<file path="src/rtl/div_ctrl_pkg.sv">
// Shared divide-sequencer definitions: state encoding and default operand width.
package div_ctrl_pkg;

  localparam int unsigned DIV_WIDTH = 32;

  typedef enum logic [1:0] {
    IDLE = 2'b00,
    BUSY = 2'b01,
    DONE = 2'b10
  } div_state_t;

endpackage

</file>
<file path="src/rtl/div_ctrl_if.sv">
// E-stage divide request/response bundle between the pipeline and div_ctrl.
interface div_ctrl_if import div_ctrl_pkg::*; #(
  parameter int unsigned WIDTH = DIV_WIDTH
) ();

  logic             start;
  logic             signed_div;
  logic [WIDTH-1:0] opa;
  logic [WIDTH-1:0] opb;
  logic             cancel;
  logic             stall;
  logic             result_valid;
  logic [WIDTH-1:0] hi;
  logic [WIDTH-1:0] lo;

  // Pipeline side: issues the request, consumes stall and the HI/LO result.
  modport master (
    output start, signed_div, opa, opb, cancel,
    input  stall, result_valid, hi, lo
  );

  // Divider side.
  modport slave (
    input  start, signed_div, opa, opb, cancel,
    output stall, result_valid, hi, lo
  );

endinterface

</file>
<file path="src/rtl/div_ctrl_iter.sv">
// One radix-2 restoring step: shift in the next dividend bit, trial-subtract the divisor.
module div_iter import div_ctrl_pkg::*; #(
  parameter int unsigned WIDTH = DIV_WIDTH
) (
  input  logic [WIDTH:0]   remIn,
  input  logic [WIDTH-1:0] divisor,
  input  logic             dividendBit,
  output logic [WIDTH:0]   remOut,
  output logic             qBit
);

  logic [WIDTH+1:0] shifted;
  logic [WIDTH+1:0] diff;

  // Extra top bit on the trial difference gives the borrow/sign for the restore decision.
  always_comb begin
    shifted = {remIn, dividendBit};
    diff    = shifted - {2'b00, divisor};
    qBit    = ~diff[WIDTH+1];
    remOut  = qBit ? diff[WIDTH:0] : shifted[WIDTH:0];
  end

endmodule

</file>
<file path="src/rtl/div_ctrl.sv">
// Multi-cycle DIV/DIVU sequencer for the E stage: stalls the pipe, runs WIDTH
// restoring steps, applies the sign fix-up and presents HI/LO with a one-cycle valid.
module div_ctrl import div_ctrl_pkg::*; #(
  parameter int unsigned WIDTH = DIV_WIDTH
) (
  input  logic     clk,
  input  logic     resetn,
  div_ctrl_if.slave bus
);

  localparam int unsigned CNT_W = (WIDTH > 1) ? $clog2(WIDTH) : 1;
  localparam logic [CNT_W-1:0] LAST_CNT = CNT_W'(WIDTH - 1);

  div_state_t state;
  div_state_t stateNext;

  logic [CNT_W-1:0] cnt;
  logic [WIDTH-1:0] dvd;        // dividend magnitude, quotient bits shift in from the LSB
  logic [WIDTH-1:0] dsr;        // divisor magnitude
  logic [WIDTH:0]   rem;        // partial remainder
  logic             negQ;
  logic             negR;
  logic [WIDTH-1:0] hiReg;
  logic [WIDTH-1:0] loReg;
  logic [WIDTH-1:0] hiPrev;
  logic [WIDTH-1:0] loPrev;

  logic             accept;
  logic             divZero;
  logic             lastStep;
  logic             opaNeg;
  logic             opbNeg;
  logic [WIDTH-1:0] absA;
  logic [WIDTH-1:0] absB;
  logic [WIDTH:0]   stepRem;
  logic             stepQ;
  logic [WIDTH-1:0] magQ;
  logic [WIDTH-1:0] magR;
  logic [WIDTH-1:0] finQ;
  logic [WIDTH-1:0] finR;

  div_iter #(.WIDTH(WIDTH)) u_iter (
    .remIn       (rem),
    .divisor     (dsr),
    .dividendBit (dvd[WIDTH-1]),
    .remOut      (stepRem),
    .qBit        (stepQ)
  );

  // Request decode and operand magnitudes; 0x80..0 negates to itself, which is its exact magnitude.
  always_comb begin
    accept   = bus.start & ~bus.cancel;
    divZero  = (bus.opb == '0);
    lastStep = (cnt == LAST_CNT);
    opaNeg   = bus.signed_div & bus.opa[WIDTH-1];
    opbNeg   = bus.signed_div & bus.opb[WIDTH-1];
    absA     = opaNeg ? (~bus.opa + WIDTH'(1)) : bus.opa;
    absB     = opbNeg ? (~bus.opb + WIDTH'(1)) : bus.opb;
  end

  // Final result from the last step, with the signed fix-up applied.
  always_comb begin
    magQ = {dvd[WIDTH-2:0], stepQ};
    magR = stepRem[WIDTH-1:0];
    finQ = negQ ? (~magQ + WIDTH'(1)) : magQ;
    finR = negR ? (~magR + WIDTH'(1)) : magR;
  end

  // State register.
  always_ff @(posedge clk or negedge resetn) begin
    if (!resetn) begin
      state <= IDLE;
    end else begin
      state <= stateNext;
    end
  end

  // Next-state logic; cancel returns to IDLE from any state.
  always_comb begin
    stateNext = state;
    case (state)
      IDLE: begin
        if (accept) begin
          stateNext = divZero ? DONE : BUSY;
        end
      end
      BUSY: begin
        if (bus.cancel) begin
          stateNext = IDLE;
        end else if (lastStep) begin
          stateNext = DONE;
        end
      end
      DONE: begin
        stateNext = IDLE;
      end
      default: begin
        stateNext = IDLE;
      end
    endcase
  end

  // FSM outputs: stall tracks the held request combinationally so it rises with start.
  always_comb begin
    bus.stall        = accept & (state != DONE);
    bus.result_valid = (state == DONE) & ~bus.cancel;
  end

  // Datapath: operand latch, iteration, and HI/LO result registers.
  always_ff @(posedge clk or negedge resetn) begin
    if (!resetn) begin
      cnt    <= '0;
      dvd    <= '0;
      dsr    <= '0;
      rem    <= '0;
      negQ   <= 1'b0;
      negR   <= 1'b0;
      hiReg  <= '0;
      loReg  <= '0;
      hiPrev <= '0;
      loPrev <= '0;
    end else begin
      case (state)
        IDLE: begin
          if (accept) begin
            if (divZero) begin
              hiPrev <= hiReg;
              loPrev <= loReg;
              hiReg  <= bus.opa;
              loReg  <= '1;
            end else begin
              dvd  <= absA;
              dsr  <= absB;
              rem  <= '0;
              cnt  <= '0;
              negQ <= opaNeg ^ opbNeg;
              negR <= opaNeg;
            end
          end
        end
        BUSY: begin
          if (!bus.cancel) begin
            dvd <= {dvd[WIDTH-2:0], stepQ};
            rem <= stepRem;
            cnt <= cnt + CNT_W'(1);
            if (lastStep) begin
              hiPrev <= hiReg;
              loPrev <= loReg;
              hiReg  <= finR;
              loReg  <= finQ;
            end
          end
        end
        DONE: begin
          // A flush landing on the result cycle withdraws the result it just loaded.
          if (bus.cancel) begin
            hiReg <= hiPrev;
            loReg <= loPrev;
          end
        end
        default: begin
        end
      endcase
    end
  end

  assign bus.hi = hiReg;
  assign bus.lo = loReg;

endmodule

</file>
<file path="src/flat_wrapper.sv">
// flat-port wrapper written by rule: the top's interface ports become plain ports
module div_ctrl_flat import div_ctrl_pkg::*;
#(
  parameter int unsigned WIDTH = DIV_WIDTH
)
  (clk, resetn, bus_start, bus_signed_div, bus_opa, bus_opb, bus_cancel, bus_stall, bus_result_valid, bus_hi, bus_lo);
  div_ctrl_if #(.WIDTH(WIDTH)) bus_i ();
  input  logic clk;
  input  logic resetn;
  input wire logic [$bits(bus_i.start)-1:0] bus_start;
  input wire logic [$bits(bus_i.signed_div)-1:0] bus_signed_div;
  input wire logic [$bits(bus_i.opa)-1:0] bus_opa;
  input wire logic [$bits(bus_i.opb)-1:0] bus_opb;
  input wire logic [$bits(bus_i.cancel)-1:0] bus_cancel;
  output wire logic [$bits(bus_i.stall)-1:0] bus_stall;
  output wire logic [$bits(bus_i.result_valid)-1:0] bus_result_valid;
  output wire logic [$bits(bus_i.hi)-1:0] bus_hi;
  output wire logic [$bits(bus_i.lo)-1:0] bus_lo;
  assign bus_i.start = bus_start;
  assign bus_i.signed_div = bus_signed_div;
  assign bus_i.opa = bus_opa;
  assign bus_i.opb = bus_opb;
  assign bus_i.cancel = bus_cancel;
  assign bus_stall = bus_i.stall;
  assign bus_result_valid = bus_i.result_valid;
  assign bus_hi = bus_i.hi;
  assign bus_lo = bus_i.lo;
  div_ctrl #(.WIDTH(WIDTH)) u_core (.clk(clk), .resetn(resetn), .bus(bus_i));
endmodule
</file>
<file path="config.mk">
export PLATFORM = sky130hd
export DESIGN_NAME = div_ctrl_flat
export DESIGN_NICKNAME = d
export VERILOG_FILES = /design/src/rtl/div_ctrl_pkg.sv /design/src/rtl/div_ctrl_if.sv /design/src/rtl/div_ctrl_iter.sv /design/src/rtl/div_ctrl.sv /design/src/flat_wrapper.sv
export SDC_FILE = /design/constraint.sdc
export NUM_CORES = 1
export LEC_CHECK = 0
export CORE_MARGIN = 1
export CORE_UTILIZATION = 28
export CTS_CLUSTER_SIZE = 25
export DETAILED_ROUTE_END_ITERATION = 10
export DONT_BUFFER_PORTS = 1
export GPL_TIMING_DRIVEN = 0
export PLACE_DENSITY = 0.48
export SLEW_MARGIN = 20
export SYNTH_ARGS = -nofsm -noshare
export SYNTH_HDL_FRONTEND = slang
export SYNTH_SLANG_ARGS = --single-unit
</file>
<file path="constraint.sdc">
create_clock -name clk -period 7.4 [get_ports clk]
set_clock_uncertainty 0.1 [all_clocks]
set_input_delay 0.74 -clock clk [delete_from_list [all_inputs] [get_ports clk]]
set_output_delay 0.74 -clock clk [all_outputs]
set_load 0.01 [all_outputs]
</file>
# Word-level counts from Yosys, hierarchy flattened
# Index checks and enable logic that the tools add are counted.
dict set report totals {
  reg_bits 234
  input_bits 69
  out_inout_bits 66
  elab_cells 94
}
dict set report classes {
  addsub 6
  eq_ne 11
  mux 44
  n_bitwise 13
  n_reduce_logical 9
}
# cell n
set op_table {}
lappend op_table {{$mux 32} 25}
lappend op_table {{$pmux 32 s2} 3}
lappend op_table {{$pmux 32 s3} 2}
lappend op_table {{$mux 33} 4}
lappend op_table {{$add 32x1->32 const B} 4}
lappend op_table {{$not 32->32} 4}
lappend op_table {{$pmux 33 s2} 1}
lappend op_table {{$sub 34x32->34} 1}
lappend op_table {{$logic_not 32->1} 1}
lappend op_table {{$mux 5} 3}
lappend op_table {{$pmux 5 s2} 1}
lappend op_table {{$mux 2} 4}
lappend op_table {{$ne 2x2->1 const B} 4}
lappend op_table {{$ne 2x1->1 const B} 3}
lappend op_table {{$reduce_and 6->1} 1}
lappend op_table {{$add 5x1->5 const B} 1}
lappend op_table {{$and 1x1->1} 5}
lappend op_table {{$eq 5x5->1 const B} 1}
lappend op_table {{$reduce_and 5->1} 1}
lappend op_table {{$pmux 2 s2} 1}
lappend op_table {{$reduce_and 4->1} 1}
lappend op_table {{$ne 3x2->1 const B} 1}
lappend op_table {{$not 1->1} 3}
lappend op_table {{$reduce_and 3->1} 1}
lappend op_table {{7 further kinds} 7}

# Depth between registers and ports, before layout
# Gate-level depths: netlist of the first run.
dict set report logic_depth {
  word_depth 8
  depth_mapped 25
  mapped_depth_nobuf 22
}

# By module
# Synthesis of the first run repeated with hierarchy kept, for this count alone.
dict set report hier_totals {
  hier_cells 1697
  area_unflattened_um2 15155.8
}
# module n_inst cells_each area_each_um2 seq_area_each_um2
set by_module_without_submodules {}
lappend by_module_without_submodules {div_ctrl 1 1391 12942.4 5855.6}
lappend by_module_without_submodules {div_iter 1 306 2213.4 0.0}

# Worst setup path after synthesis of the first run
# Ideal clock, no wire load.
dict set report synth_path {
  kind {register to register}
  from {reg u_core.rem[3]}
  to {reg u_core.hiReg[22], in the netlist u_core.bus.hi[22]}
  setup_ns 0.147
  t_arrival_ns 4.611
  t_required_ns 7.153
  setup_slack_ns 2.543
  path_stages_with_launch 25
  n_path_buf 3
  period_less_slack_ns 4.857
  path_cell_list {dfrtp_1 > ha_1 > buf_6 > a21o_1 > a31oi_1 > a21oi_1 > o21ai_2 > o211ai_2 > o21a_1 > nor2_2 > inv_2 > buf_4 > clkbuf_1 > nand2_1 > o21ai_0 > inv_1 > ha_1 > inv_1 > or3_1 > or3_1 > o21ai_0 > a41oi_1 > xnor2_1 > a221oi_1 > a311oi_1}
}
dict set report synth_between {
  elab_chain_len 8
}
# element line
set synth_rtl {}
lappend synth_rtl {{from (decl)} div_ctrl.sv:20} ;# logic [WIDTH:0] rem;
lappend synth_rtl {{from (signal assigned)} div_ctrl.sv:144} ;# rem <= stepRem;
lappend synth_rtl {{$sub 34x32->34} div_ctrl_iter.sv:18} ;# diff = shifted - {2'b00, divisor};
lappend synth_rtl {{$mux 33 *} div_ctrl_iter.sv:20} ;# remOut = qBit ? diff[WIDTH:0] : shifted[WIDTH:0];
lappend synth_rtl {{$not 32->32} div_ctrl.sv:66} ;# finR = negR ? (~magR + WIDTH'(1)) : magR;
lappend synth_rtl {{$add 32x1->32} div_ctrl.sv:66}
lappend synth_rtl {{$mux 32 *} div_ctrl.sv:66}
lappend synth_rtl {{$mux 32 *} div_ctrl.sv:146} ;# if (lastStep) begin
lappend synth_rtl {{$mux 32 *} div_ctrl.sv:142} ;# if (!bus.cancel) begin
lappend synth_rtl {{$pmux 32 s3 *} div_ctrl.sv:123} ;# case (state)
lappend synth_rtl {{to (signal assigned)} div_ctrl.sv:129} ;# hiReg <= bus.opa;
lappend synth_rtl {{to (signal assigned)} div_ctrl.sv:149} ;# hiReg <= finR;
lappend synth_rtl {{to (signal assigned)} div_ctrl.sv:157} ;# hiReg <= hiPrev;
lappend synth_rtl {{to (decl)} div_ctrl.sv:23} ;# logic [WIDTH-1:0] hiReg;
# Every way passes the cells marked *; elsewhere a longest branch is shown, timed or not. The select of a mux whose other input is x is not followed.
# A chain may end at the register's enable or synchronous reset.

# Worst setup path in the final report of the first run
# Same ends and word-level chain as after synthesis.

==> results.md, run 1 <==
* Peak Freq at approximately 0.14 GHz
* Syn Area/Cell at 8.64 um2
* Period minus WS final at 6920 ps
* Drt wl/cell at about 22 um
* Synthesis Warnings at 0
* Register area share after synthesis at 0.384
* Dominant synthesized flop cell: dfrtp_1
* Routed Antenna Nets at 0
* Max-cap violation count at 0
* Slowest-stage cell, CP: nor3_2
* Pins Over Slew Limit at 0
* Worst setup SP type: flop
* Post-CTS Setup Inserts at 0
* Fin cells at between 2k and 3k
* First DRT Iteration DRCs at between 1k and 1.5k
* Crit Path Max Fanout at 10
* Most frequent cells in the layout: 234 x dfrtp_1, 210 x nand2_1, 173 x nor2_1, 152 x o21ai_0, 127 x a21oi_1
* VDD IR max at ~0.14 mV
* Post-synthesis cell type count at 83
* Routed WL at ~56000 um
* Post-synth EDFFs at 0
* Commonest non-fill, non-tap cell in the layout: dfrtp_1
* Failing checks: hold timing
* # placed instances at around 2.5k
* Layout Nets at 1906
* Largest net degree at the start of global routing at between 200 and 250
* FP Rows at 85
* DP HPWL at approximately 43000 um
* IO Pins at 135
* IO buf count at 0
* Layout overhead on the synthesized area at 12.3%
* Core Region at between 50000 and 60000 um2
* Fillers at 5676
* Clk sinks at about 230
* Tot GR Track Use at 0.198
* Worst Tran Pin Value at between 900 and 1000 ps
* TritonCTS Buffers at 28
* Die width at around 240 um
* Clk_lat worst skew at between 500 and 600 ps
* RSZ-0062 raised after global routing: no
* Global-route wire length before repair at ~85000 um
* Final hold viol count at 1
* DR vias/cell at roughly 5.5
* LEAKAGE at a little under 0.007 uW
* Initial antenna violation count at 0
* Die ar. at 55400 um2
* Post-synth top area share at 0.384
* Cells resized by post-CTS repair at 0
* CP peak stage delay at about 700 ps
* Synth area leaders: dfrtp_1 38%, nand2_1 5.2%, o21ai_0 5.0%
* Power Dens Cells at 441 nW/um2
* CP Cell Sequence: ha_1, buf_6, a21o_1, a31oi_1, a21oi_1, o21ai_2, o211ai_2, nor3_2, nor2_2, inv_2, buf_4, clkbuf_1, o21ai_0, inv_1, ha_1, inv_1, or3_1, or3_1, o21ai_0, a41oi_1, xnor2_1, a221oi_1, a311oi_1
* FFs w/ async S/R, synth at 1.00
* Slew HR at 0.366
* Final setup viols at 0
* Syn Inst Count at 1763
* WP data required at 7790 ps
* Yosys reg bits at about 230
* CTS tree: built
* CP bufs+invs at 6
* Antenna diode count at 0
* Pre-Repair DR Iteration Count at 5
* Syn Nets at 1874
* Vias in the first global route at 13.3k
* Reg clk slew, reported paths at roughly 60 ps
* Fin Hold WS at -2.85 ps
* Critical path data arrival time at between 7000 and 8000 ps
* Status: finished, violations left
* Final Cycle Share at 0.936
* H-tree depth at 1
* CP delay by family, top: compound AO/OA/AOI/OAI gates
* Total number of vias at ~14k
* Longest Clk Path Bufs at 3
* Drc violations at 0
* Synth area leader: dfrtp_1
* Effective utilization at floorplan at 0.283
* Clock Root Buffer: clkbuf_16
* Hold/Removal Path Class: input port to asynchronous set/reset pin
* Gpl congestion at 0.885
* GRT overflow at 0
* Area of the mapped netlist at around 15000 um2
* Crit path kind: flop to flop
* CP endpoint kind: flop
* Layout cell share with drive strength beyond 1 at 0.0893
* Die Ht at around 240 um
* Setup_tns at 0 ps
[Yosys cell counts (7+ instances only)]
cell type,count
ha_1,41
o31ai_1,48
or4_1,15
nand4_1,10
nor4_1,16
mux2_2,61
nor2_1,173
xnor2_1,83
o21ai_1,7
o41ai_1,12
and2_1,11
a41oi_1,17
clkbuf_1,83
a221oi_1,40
nand2_1,210
a211oi_1,8
nand3_1,34
nor3_1,35
o22ai_1,13
o21ai_0,152
inv_1,57
nand2b_1,8
a21oi_1,127
and3_1,11
buf_2,21
or3_1,23
xor2_1,50
mux2_1,10
a21o_1,17
dfrtp_1,234
o211ai_1,8
mux2i_1,29
[worst paths after layout]
path,start,to,slack [ps],depth (start not counted)
setup / recovery,u_core.rem[3],u_core.bus.hi[22],480,23
hold / removal,resetn,u_core.loPrev[19],-3,1
hold reg to reg,u_core.cnt[4],u_core.cnt[4],380,2
min in group clk,bus_signed_div,u_core.negQ,190,2
max in group asynchronous,resetn,u_core.dsr[20],6160,2
setup reg to reg,u_core.rem[3],u_core.bus.hi[22],480,23
[registers in the layout, summed over array words and instances, names as in the netlist]
register / flops
u_core.state: 2
u_core.rem: 33
u_core.dvd: 32
u_core.bus.hi: 32
u_core.bus.lo: 32
u_core.cnt: 5
u_core.hiPrev: 32
u_core.loPrev: 32
u_core.negR: 1
u_core.dsr: 32
u_core.negQ: 1
[layout make-up]
cell class                      count  area, um2  share of cell area
Multi-Input combinational cell   1364       8730               0.510
Sequential cell                   234       5860               0.342
Tap cell                          696        871              0.0509
Clock buffer                       40        796              0.0465
Buffer                            107        439              0.0257
Inverter                           58        218              0.0127
Clock inverter                      9        148             0.00863
Timing Repair Buffer                2       55.1             0.00322
[power breakdown]
| group | switching, uW | internal, uW |
|---|---|---|
| registers | 568 | 1820 |
| clock network | 587 | 850 |
| logic | 2390 | 1330 |
| total | 3550 | 4000 |
[metrics by stage]
| step | total power (uW) | hold WS, ps | instance area, um2 | setup slack (ps) | utilization |
|---|---|---|---|---|---|
| global route | 8080 | 27.2 | 17100 | 129 | 0.318 |
| floorplan | 4810 | 344 | 15200 | 2540 | - |
| global placement | 5990 | 364 | 16100 | 557 | 0.299 |
| finish | 7550 | -2.85 | 17100 | 476 | 0.318 |
| CTS | 7560 | 166 | 17100 | 520 | 0.317 |
| detailed placement | 6070 | 368 | 16100 | 529 | 0.299 |
[per-layer routing]
| metal | track usage | share of wire |
|---|---|---|
| met1 | 0.271 | 0.45 |
| met2 | 0.318 | 0.45 |
| met3 | 0.0449 | 0.073 |
| met4 | 0.0426 | 0.020 |
| met5 | 0 | 0 |
[worst reg2reg max path, cell delays in order (launching register included)]
cell,delay [ps]
dfrtp_1,450
ha_1,330
buf_6,140
a21o_1,200
a31oi_1,230
a21oi_1,140
o21ai_2,290
o211ai_2,190
nor3_2,700
nor2_2,320
inv_2,150
buf_4,200
clkbuf_1,670
o21ai_0,240
inv_1,130
ha_1,210
inv_1,120
or3_1,400
or3_1,330
o21ai_0,200
a41oi_1,310
xnor2_1,430
a221oi_1,140
a311oi_1,240
[cell families after synthesis]
kind of cell,after synthesis,synth area share
DFF,234,0.384
xor gates and xnor gates,133,0.0764
muxes,101,0.0725
and+or+nand+nor,572,0.171
AOI/OAI and AO/OA,516,0.218
adders and majority gates,42,0.0350
buffers and inverters,165,0.0431
[what timing repair did]
| action | CTS | global route |
|---|---|---|
| endpoints found under the hold margin | 234 | 0 |
| setup endpoints to repair | 0 | 0 |
| hold buffers | 1 | 0 |
Note: power is estimated with default switching activity, not from simulation.
==> inputs of run 2 (changes only) <==
--- a/config.mk
+++ b/config.mk
@@ -5,6 +5,7 @@
 export SDC_FILE = /design/constraint.sdc
 export NUM_CORES = 1
 export LEC_CHECK = 0
+export CAP_MARGIN = 0
 export CORE_MARGIN = 1
 export CORE_UTILIZATION = 28
 export CTS_CLUSTER_SIZE = 25
==> constraint.sdc (replaced) <==
create_clock -name clk -period 6.7 [get_ports clk]
set_clock_uncertainty 0.1 [all_clocks]
set_input_delay 0.67 -clock clk [delete_from_list [all_inputs] [get_ports clk]]
set_output_delay 0.67 -clock clk [all_outputs]
set_load 0.01 [all_outputs]
==> results.md, run 2 (synthesis gave the netlist of run 1 again) <==
* Status: finished, final reports clean
* Final Core Density at 0.319 (+0.000441)
* DR vias/cell at 5.47 (-0.15%)
* Post-CTS Setup Inserts at 0 (unchanged)
* Effective utilization at floorplan at 0.283 (unchanged)
* Routed WL at 55600 um (about the same)
* Pint at 4420 uW (+11%)
* Flip-flop count of the largest register after layout at 33 (unchanged)
* Reg clk slew, reported paths at 60 ps (about the same)
* CTS tree: built
* Clk sinks at 234 (unchanged)
* Antenna diode count at 0 (unchanged)
* Final hold viol count at 0 (-1)
* Drt wl/cell at 22.2 um (about the same)
* Pre-Repair DR Iteration Count at 7 (+2)
* Area post-placement at 16100 um2 (unchanged)
* WP data required at 7080 ps (-710 ps)
* Critical Path Start: u_core.rem[18]
* RSZ-0062 raised after global routing: no
* DP HPWL at 42600 um (unchanged)
* TritonCTS Buffers at 28 (unchanged)
* Crit path kind: flop to flop
* CP endpoint: u_core.bus.hi[22]
* Post-route cell area at 17100 um2 (+0.14%)
* Vias in the first global route at 13.3k (unchanged)
* IO buf count at 0 (unchanged)
* Reg2reg end: u_core.bus.hi[22]
* Global-route wire length before repair at 84700 um (unchanged)
* Tot Pwr at 8330 uW (+10%)
* Total number of vias at 13.7k (-0.11%)
* Tot GR Track Use at 0.198 (unchanged)
* Gpl congestion at 0.885 (unchanged)
* Slew HR at 0.380 (+0.0136)
* Peak Freq at 0.159 GHz (+10%)
* Clk_lat worst skew at 590 ps (about the same)
* Layout cell share with drive strength beyond 1 at 0.0904 (+0.00105)
* P_sw at 3910 uW (+10%)
* Period minus WS final at 6280 ps (-640 ps)
* Clock network power share at 0.190 (about the same)
* CP Cell Sequence: ha_1, buf_2, nand4_1, nor4_1, nand3_1, o211ai_2, o21a_2, nor2_4, inv_2, buf_4, clkbuf_2, o21ai_0, inv_1, ha_1, inv_1, or3_1, or3_1, o21ai_0, a41oi_1, xnor2_1, a221oi_1, a311oi_1
* Combinational share of power at 0.493 (about the same)
* Worst setup SP type: flop
* CP delay by family, top: simple AND/OR/NAND/NOR gates
* FP Rows at 85 (unchanged)
* Flop-to-flop setup slack at 420 ps (-60 ps)
* Core Region at 53800 um2 (unchanged)
* Final setup viols at 0 (unchanged)
* Crit Path Max Fanout at 10 (unchanged)
* Pins Over Slew Limit at 0 (unchanged)
* Initial antenna violation count at 0 (unchanged)
* Setup_tns at 0 ps (unchanged)
* CP bufs+invs at 6 (unchanged)
* Critical path data arrival time at 6670 ps (-640 ps)
* Final Cycle Share at 0.938 (+0.00219)
* Worst Tran Pin Value at 924 ps (-20.3 ps)
* Power Dens Cells at 486 nW/um2 (+10%)
* H-tree depth at 1 (unchanged)
* Longest Clk Path Bufs at 3 (unchanged)
* CP peak stage delay at 620 ps (-80 ps)
* GRT overflow at 0 (unchanged)
* Fin Hold WS at 128 ps (+131 ps)
* Sw Ratio at 0.470 (about the same)
* Die Ht at 235 um (unchanged)
* CP endpoint kind: flop
* Flop pwr share at 0.317 (about the same)
* Die width at 235 um (unchanged)
* Layout Nets at 1907 (+0.052%)
* Commonest non-fill, non-tap cell in the layout: dfrtp_1
* IO Pins at 135 (unchanged)
* Drc violations at 0 (unchanged)
* Most frequent cells in the layout: 234 x dfrtp_1, 210 x nand2_1, 173 x nor2_1, 152 x o21ai_0, 127 x a21oi_1
* LEAKAGE at 0.00695 uW (+0.18%)
* Largest net degree at the start of global routing at 235 (unchanged)
* Layout overhead on the synthesized area at 12.5%
* VDD IR max at 0.153 mV (+10%)
* Clock Root Buffer: clkbuf_16
* R2r startpoint: u_core.rem[18]
* Max-cap violation count at 0 (unchanged)
* Critical path depth at 22 (-4.3%)
* Routed Antenna Nets at 0 (unchanged)
* Slowest-stage cell, CP: nor4_1
* Die ar. at 55400 um2 (unchanged)
* First DRT Iteration DRCs at 1266 (-1.7%)
* Most flops, register: u_core.rem
* Hold/Removal Path Class: input port to flop
* R2R cell count at 22 (-4.3%)
-- run 2: cell types whose count changed in the layout (fill, tap and decap cells not counted) --
cell           previous run  this run
dlygate4sd3_1             0         1
o21a_2                    1         2
nor2_4                    0         1
nor3_4                    0         1
nor3_2                    1         0
nor2_2                    1         0
o21a_1                    6         5
clkbuf_1                 90        89
clkbuf_2                  0         1
-- run 2: final cells by class --
class / instances / area [um2]
clock inverters: 9 / 148
multi-input cells: 1364 / 8750
fillers: 5676 / 36700
well taps: 696 / 871
flip-flops and latches: 234 / 5860
plain buffers: 107 / 440
clock buffers: 40 / 796
repair buffers: 3 / 65.1
inverters: 58 / 218
-- run 2: worst min-delay path by stage --
stage / from / end / slack (ps) / cells past startpoint
after global routing: bus_signed_div / u_core.negQ / 120 / 2
final: bus_signed_div / u_core.negQ / 130 / 2
after CTS: bus_signed_div / u_core.negQ / 100 / 2
after floorplan: resetn / u_core.bus.hi[0] / 270 / 0
after global placement: resetn / u_core.bus.lo[19] / 300 / 0
after detailed placement: resetn / u_core.loPrev[19] / 300 / 0
-- run 2: worst reg2reg max path, cell delays in order (launching register included) --
cell and delay [ps]:
dfrtp_1 450, ha_1 300, buf_2 190, nand4_1 170
nor4_1 620, nand3_1 180, o211ai_2 320, o21a_2 360
nor2_4 160, inv_2 120, buf_4 190, clkbuf_2 380
o21ai_0 180, inv_1 110, ha_1 210, inv_1 120
or3_1 390, or3_1 330, o21ai_0 200, a41oi_1 310
xnor2_1 400, a221oi_1 140, a311oi_1 260
-- run 2: routing by layer --
metal	global-route usage	up-vias	wire, um
li1	-	6455	-
met1	0.271	6815	25400
met2	0.318	393	25200
met3	0.0449	60	3990
met4	0.0426	0	1130
met5	0	-	0
-- run 2: power groups by stage --
stage	sequential [uW]	combinational (uW)	clock, uW
detailed placement	2670	4040	0
global route	2720	4540	1670
finish	2640	4110	1590
floorplan	2420	2890	0
global placement	2640	3980	0
CTS	2640	4090	1620
-- run 2: per-stage QoR --
| step | worst slack (ps) | instances |
|---|---|---|
| final | 417 | 2511 |
| after global routing | 149 | 2511 |
| after CTS | 285 | 2509 |
| after detailed placement | -171 | 2459 |
| after global placement | -143 | 2459 |
| after floorplan | 1840 | 1763 |
-- run 2: repair_timing --
action | 4_1_cts | 5_1_grt
setup endpoints to repair | 1 | 1
hold buffers | 1 | 1
endpoints found under the hold margin | 234 | 16
resized for setup | 2 | 2
